**src/rtl/uart2axis_pkg.sv**
```systemverilog
// Shared types and sizing helpers for the uart2axis receiver.
package uart2axis_pkg;

   typedef enum logic [2:0] {
      WAIT_IDLE,
      IDLE,
      START,
      DATA,
      STOP
   } state_e;

   localparam int unsigned DEF_CLKS_PER_BIT = 868;
   localparam int unsigned DEF_TIMEOUT_BITS = 20;

   // Bit counter width: holds clks_per_bit-1.
   function automatic int unsigned bcnt_width(input int unsigned clks_per_bit);
      return $clog2(clks_per_bit);
   endfunction

   // Idle timeout counter width: holds timeout_bits-1.
   function automatic int unsigned tcnt_width(input int unsigned timeout_bits);
      return $clog2(timeout_bits + 1);
   endfunction

   localparam int unsigned BCNT_W = bcnt_width(DEF_CLKS_PER_BIT);
   localparam int unsigned TCNT_W = tcnt_width(DEF_TIMEOUT_BITS);

endpackage

```
**src/rtl/uart2axis_fifo.sv**
```systemverilog
// Synchronous show-ahead FIFO; a push while full is taken only alongside a pop.
module uart2axis_fifo
   import uart2axis_pkg::*;
#(
   parameter int unsigned width = 9,
   parameter int unsigned depth = 4
) (
   input  logic             i_clk,
   input  logic             i_rst_n,
   input  logic             i_push,
   input  logic [width-1:0] i_data,
   input  logic             i_pop,
   output logic [width-1:0] o_data,
   output logic             o_full,
   output logic             o_empty
);

   localparam int unsigned AW = $clog2(depth);

   logic [AW:0]      wr_ptr_q, wr_ptr_d;
   logic [AW:0]      rd_ptr_q, rd_ptr_d;
   logic [width-1:0] mem_q [depth];
   logic [width-1:0] mem_d [depth];
   logic             do_push;
   logic             do_pop;

   assign o_empty = (wr_ptr_q == rd_ptr_q);
   assign o_full  = (wr_ptr_q[AW] != rd_ptr_q[AW]) &&
                    (wr_ptr_q[AW-1:0] == rd_ptr_q[AW-1:0]);
   assign o_data  = mem_q[rd_ptr_q[AW-1:0]];

   // Pointer advance and storage write for the accepted push/pop.
   always_comb begin
      do_pop   = i_pop && !o_empty;
      do_push  = i_push && (!o_full || do_pop);
      wr_ptr_d = wr_ptr_q;
      rd_ptr_d = rd_ptr_q;
      mem_d    = mem_q;
      if (do_push) begin
         mem_d[wr_ptr_q[AW-1:0]] = i_data;
         wr_ptr_d = wr_ptr_q + (AW+1)'(1);
      end
      if (do_pop) begin
         rd_ptr_d = rd_ptr_q + (AW+1)'(1);
      end
   end

   // FIFO state registers.
   always_ff @(posedge i_clk or negedge i_rst_n) begin
      if (!i_rst_n) begin
         wr_ptr_q <= '0;
         rd_ptr_q <= '0;
         for (int unsigned i = 0; i < depth; i++) begin
            mem_q[i] <= '0;
         end
      end else begin
         wr_ptr_q <= wr_ptr_d;
         rd_ptr_q <= rd_ptr_d;
         mem_q    <= mem_d;
      end
   end

endmodule

```
**src/rtl/uart2axis.sv**
```systemverilog
// 8N1 UART receiver feeding an AXI-Stream byte master with EOL/timeout packetisation.
module uart2axis
   import uart2axis_pkg::*;
#(
   parameter int unsigned clks_per_bit = 868,
   parameter int unsigned fifo_depth   = 4,
   parameter logic [7:0]  eol_char     = 8'h0a,
   parameter int unsigned timeout_bits = 20
) (
   input  logic       i_clk,
   input  logic       i_rst_n,
   input  logic       i_uart_rx,
   output logic [7:0] o_tdata,
   output logic       o_tlast,
   output logic       o_tvalid,
   input  logic       i_tready,
   output logic       o_frame_err,
   output logic       o_overflow
);

   localparam int unsigned BW = bcnt_width(clks_per_bit);
   localparam int unsigned TW = tcnt_width(timeout_bits);
   localparam logic [BW-1:0] BIT_RELOAD  = BW'(clks_per_bit - 1);
   localparam logic [BW-1:0] HALF_RELOAD = BW'(clks_per_bit / 2 - 1);
   localparam logic [TW-1:0] TMO_LAST    = TW'(timeout_bits - 1);

   logic          rx_meta_q, rx_q;
   state_e        state_q, state_d;
   logic [BW-1:0] bcnt_q, bcnt_d;
   logic [2:0]    bidx_q, bidx_d;
   logic [7:0]    shreg_q, shreg_d;
   logic [TW-1:0] tcnt_q, tcnt_d;
   logic          pend_v_q, pend_v_d;
   logic [7:0]    pend_b_q, pend_b_d;
   logic          eol_push_q, eol_push_d;
   logic          frame_err_q, frame_err_d;
   logic          ovf_q, ovf_d;

   logic          expired;
   logic          push;
   logic [8:0]    push_data;
   logic [8:0]    fifo_data;
   logic          fifo_full;
   logic          fifo_empty;

   assign expired     = (bcnt_q == '0);
   assign o_tvalid    = !fifo_empty;
   assign o_tdata     = fifo_data[7:0];
   assign o_tlast     = fifo_data[8];
   assign o_frame_err = frame_err_q;
   assign o_overflow  = ovf_q;

   // Two-flop synchroniser for the asynchronous serial line, idle-high.
   always_ff @(posedge i_clk or negedge i_rst_n) begin
      if (!i_rst_n) begin
         rx_meta_q <= 1'b1;
         rx_q      <= 1'b1;
      end else begin
         rx_meta_q <= i_uart_rx;
         rx_q      <= rx_meta_q;
      end
   end

   // FSM state register.
   always_ff @(posedge i_clk or negedge i_rst_n) begin
      if (!i_rst_n) begin
         state_q <= WAIT_IDLE;
      end else begin
         state_q <= state_d;
      end
   end

   // FSM next-state decode.
   always_comb begin
      state_d = state_q;
      unique case (state_q)
         WAIT_IDLE: if (rx_q && expired) state_d = IDLE;
         IDLE:      if (!rx_q) state_d = START;
         START:     if (expired) state_d = rx_q ? IDLE : DATA;
         DATA:      if (expired && (bidx_q == 3'd7)) state_d = STOP;
         STOP:      if (expired) state_d = rx_q ? IDLE : WAIT_IDLE;
         default:   state_d = WAIT_IDLE;
      endcase
   end

   // FSM outputs: bit timing, shifting, pending register, timeout and FIFO pushes.
   always_comb begin
      bcnt_d      = bcnt_q;
      bidx_d      = bidx_q;
      shreg_d     = shreg_q;
      tcnt_d      = tcnt_q;
      pend_v_d    = pend_v_q;
      pend_b_d    = pend_b_q;
      eol_push_d  = 1'b0;
      frame_err_d = 1'b0;
      push        = 1'b0;
      push_data   = '0;

      // Second half of a pending+EOL pair, one cycle after the first push.
      if (eol_push_q) begin
         push      = 1'b1;
         push_data = {1'b1, eol_char};
      end

      unique case (state_q)
         WAIT_IDLE: begin
            // The synchroniser resets high, so a line held low through reset
            // looks idle for two cycles; a full high bit period is demanded
            // before arming start detection.
            if (!rx_q || expired) bcnt_d = BIT_RELOAD;
            else                  bcnt_d = bcnt_q - BW'(1);
         end
         IDLE: begin
            if (!rx_q) begin
               bcnt_d = HALF_RELOAD;
               tcnt_d = '0;
            end else if (expired) begin
               bcnt_d = BIT_RELOAD;
               if (pend_v_q) begin
                  if (tcnt_q == TMO_LAST) begin
                     push      = 1'b1;
                     push_data = {1'b1, pend_b_q};
                     pend_v_d  = 1'b0;
                     tcnt_d    = '0;
                  end else begin
                     tcnt_d = tcnt_q + TW'(1);
                  end
               end
            end else begin
               bcnt_d = bcnt_q - BW'(1);
            end
         end
         START: begin
            if (expired) begin
               bcnt_d = BIT_RELOAD;
               bidx_d = '0;
            end else begin
               bcnt_d = bcnt_q - BW'(1);
            end
         end
         DATA: begin
            if (expired) begin
               shreg_d = {rx_q, shreg_q[7:1]};
               bcnt_d  = BIT_RELOAD;
               bidx_d  = bidx_q + 3'd1;
            end else begin
               bcnt_d = bcnt_q - BW'(1);
            end
         end
         STOP: begin
            if (expired) begin
               bcnt_d = BIT_RELOAD;
               if (!rx_q) begin
                  frame_err_d = 1'b1;
               end else if (shreg_q == eol_char) begin
                  push     = 1'b1;
                  pend_v_d = 1'b0;
                  if (pend_v_q) begin
                     push_data  = {1'b0, pend_b_q};
                     eol_push_d = 1'b1;
                  end else begin
                     push_data = {1'b1, eol_char};
                  end
               end else begin
                  if (pend_v_q) begin
                     push      = 1'b1;
                     push_data = {1'b0, pend_b_q};
                  end
                  pend_v_d = 1'b1;
                  pend_b_d = shreg_q;
               end
            end else begin
               bcnt_d = bcnt_q - BW'(1);
            end
         end
         default: bcnt_d = BIT_RELOAD;
      endcase

      ovf_d = push && fifo_full && !i_tready;
   end

   // Datapath registers.
   always_ff @(posedge i_clk or negedge i_rst_n) begin
      if (!i_rst_n) begin
         bcnt_q      <= BIT_RELOAD;
         bidx_q      <= '0;
         shreg_q     <= '0;
         tcnt_q      <= '0;
         pend_v_q    <= 1'b0;
         pend_b_q    <= '0;
         eol_push_q  <= 1'b0;
         frame_err_q <= 1'b0;
         ovf_q       <= 1'b0;
      end else begin
         bcnt_q      <= bcnt_d;
         bidx_q      <= bidx_d;
         shreg_q     <= shreg_d;
         tcnt_q      <= tcnt_d;
         pend_v_q    <= pend_v_d;
         pend_b_q    <= pend_b_d;
         eol_push_q  <= eol_push_d;
         frame_err_q <= frame_err_d;
         ovf_q       <= ovf_d;
      end
   end

   uart2axis_fifo #(
      .width (9),
      .depth (fifo_depth)
   ) u_fifo (
      .i_clk   (i_clk),
      .i_rst_n (i_rst_n),
      .i_push  (push),
      .i_data  (push_data),
      .i_pop   (i_tready),
      .o_data  (fifo_data),
      .o_full  (fifo_full),
      .o_empty (fifo_empty)
   );

endmodule

```
**config.mk**
```make
export PLATFORM = sky130hd
export DESIGN_NAME = uart2axis
export DESIGN_NICKNAME = d
export VERILOG_FILES = /design/src/rtl/uart2axis_pkg.sv /design/src/rtl/uart2axis_fifo.sv /design/src/rtl/uart2axis.sv
export SDC_FILE = /design/constraint.sdc
export NUM_CORES = 1
export LEC_CHECK = 0
export ABC_AREA = 1
export CAP_MARGIN = 20
export CORE_MARGIN = 8
export CORE_UTILIZATION = 35
export CTS_BUF_LIST = sky130_fd_sc_hd__clkbuf_2
export CTS_CLUSTER_DIAMETER = 60
export DETAILED_ROUTE_END_ITERATION = 8
export GPL_ROUTABILITY_DRIVEN = 0
export SLEW_MARGIN = 20
export SYNTH_ARGS = -nofsm -noshare
export SYNTH_HDL_FRONTEND = slang
export SYNTH_SLANG_ARGS = --single-unit
```
**constraint.sdc**
```tcl
create_clock -name i_clk -period 4.15 [get_ports i_clk]
set_input_delay 0.6225 -clock i_clk [delete_from_list [all_inputs] [get_ports i_clk]]
set_output_delay 0.6225 -clock i_clk [all_outputs]
set_load 0.1 [all_outputs]
```
==> results.ini <==
[status]
status = complete, no violations

[routing]
first_pass_iters = 4
drc = 0
via_per_inst = 4.79
drt-initial-drc-count = 338
wl_um = 9020
vias = 3386
post_drt_wl_per_cell_um = 12.8
ant_nets = 0

[setup_path]
crit_top_cell = nand2_1
cp_slowest_stage_delay_ns = 0.64
cpLargestDelayFamily = buffers and inverters
required_ns = 3.53
crit_arrival_ns = 2.52
critical_path.cell_chain = inv_1, nand2_1, a21oi_1, nand2_1, buf_4
worstSetupStartpointType = register
path_max_fanout = 21
critPathKind = register to primary output
cp_slowest_cell = dfrtp_1
end_kind = primary output
crit_buf_inv = 2

[cells_and_area]
area_growth_pct = 8.39
drive_gt1_share_pct = 15.7
fin_cells = 707
antennaDiodeCount = 0
nNetsFinal = 544

[synth]
synth_area_mm2 = 0.00438
synth.distinct_cells = 39
yosysTopAreaCell = dfrtp_1
yosysMostFrequentCell = nand2_1
yosys_register_bits = 85
netlist_top_cells_count = nand2_1, dfrtp_1, nor2_1
synth_flop_cell = dfrtp_1
ys_warn_count = 0
synthCells = 515
yosys-top-cells-area = dfrtp_1, nand2_1, o21ai_0
synth-async-reset-ratio_pct = 100
seq_area_frac_synth_pct = 48.7
syn_nets = 529
synth-edff-count = 0
avgSynthCellArea_um2 = 8.51
netlist.area_leader.share_pct = 43.9

[power_and_ir_drop]
total_power_mw = 2.14
power_density_mw_per_mm2 = 451
p_leak_nw = 2.25
ir_drop_v = 0.000159

[timing]
fin_crit_ns = 3.14
worst_pin_slew_ns = 0.977
max-slew-margin-rel_pct = 34.6
finalMaxSlewViolations = 0
max_freq_mhz = 318
timing.hold.ws_ns = 0.0622
timing.setup.tns_ns = 0
finalCritPeriodShare_pct = 75.7
finClkSkew_ns = 0.0431
hold_violations = 0
final-setup-viol-count = 0
grt_setup_unrepaired = no

[global_route]
grtUsageTotal_pct = 12.0
antenna_found_initial = 0
grt_pass1_wl_um = 16000
grt_pass1_vias = 3328
grt_max_degree = 86
overflow = 0

[clocking]
numCtsBuffers = 9
clock-sinks = 85
ctsHoldBuffers = 0
cts.clk_slew.worst_paths_ns = 0.28
clock_path_buffers = 2
post_cts_buffers = 0
post_cts_resized = 0
cts_root_buffer = clkbuf_2
cts_tree = yes
htree_levels = 3
clkLatencyLatePin_ns = 0.57

[floorplanning]
design.die.area_mm2 = 0.0164
die_w_um = 128
core_mm2 = 0.0124
start_util_pct = 35.3
io_pins = 16
placement_rows = 41
die_y_um = 128

[placed_design]
post-dp-hpwl_um = 6610
port_buffers = 15
place_inst = 691

[worst_hold_path]
min_path_type = input pin to asynchronous set/reset pin

[flow_run]
max_cap_viol_count = 0

-- power breakdown --
group          switching (mW)  internal, mW
Sequential             0.0499         0.853
Clock                   0.313        0.0897
Combinational           0.658         0.180
Total                    1.02          1.12
-- state kept, by name, summed over array words and instances (netlist names) --
name	count
pend_b_q	8
eol_push_q	1
rx_q	1
bidx_q	3
tcnt_q	5
o_overflow	1
pend_v_q	1
o_frame_err	1
rx_meta_q	1
u_fifo.mem_q	36
bcnt_q	10
u_fifo.wr_ptr_q	3
state_q	3
shreg_q	8
u_fifo.rd_ptr_q	3
-- worst paths after layout --
check	start	endpoint	depth (start not counted)	slack, ns
worst max register to register	u_fifo.rd_ptr_q[0]	u_fifo.mem_q[6]	7	1.90
worst max-delay path	u_fifo.rd_ptr_q[0]	o_tvalid	5	1.01
worst min register to register	rx_meta_q	rx_q	0	0.37
min in group i_clk	rx_meta_q	rx_q	0	0.37
max in group asynchronous	i_rst_n	state_q[2]	1	3.56
worst min-delay path	i_rst_n	u_fifo.mem_q[0]	1	0.06
-- metal layers --
layer	track usage [%]	vias up	share of wire, %
met2	19.5	51	46
met3	2.37	6	4.3
met5	0	-	0
li1	-	1719	-
met4	4.62	0	0.82
met1	15.4	1610	48
-- cell type report --
type                       count  area (um^2)
sequential                    85         2140
multi-input combinational    371         1990
timing repair buffer          15          126
fill                        1277         7660
clock inverter                 7         56.3
clock buffer                   9         45.0
inverter                      48          180
tap                          172          215
-- through the flow --
step                      utilization, %  setup slack [ns]  instance area, um^2
after global placement              37.4              1.76                 4650
after global routing                38.3             0.764                 4750
after floorplan                        -              1.05                 4380
after CTS                           38.2             0.951                 4750
final                               38.3              1.01                 4750
after detailed placement            37.4              1.64                 4650
-- logic make-up after synthesis --
family                     Yosys count  synth area share [%]
AOI/OAI and AO/OA                  107                  14.4
adders and majority gates           10                  2.85
xor gates and xnor gates            10                  2.00
and+or+nand+nor                    244                  26.1
DFF                                 85                  48.7
buffers and inverters               59                  5.82
-- cell usage in the layout (no fill, tap or decap), drive strengths merged, types with 5 or more instances in the layout --
cell,count
dfrtp,77
clkbuf,9
nor2,56
ha,10
nand3,26
xor2,6
o22ai,12
a21oi,12
dfstp,8
nor3,5
nand2,151
inv,52
buf,11
o21ai,75
Note: power is estimated with default switching activity, not from simulation.
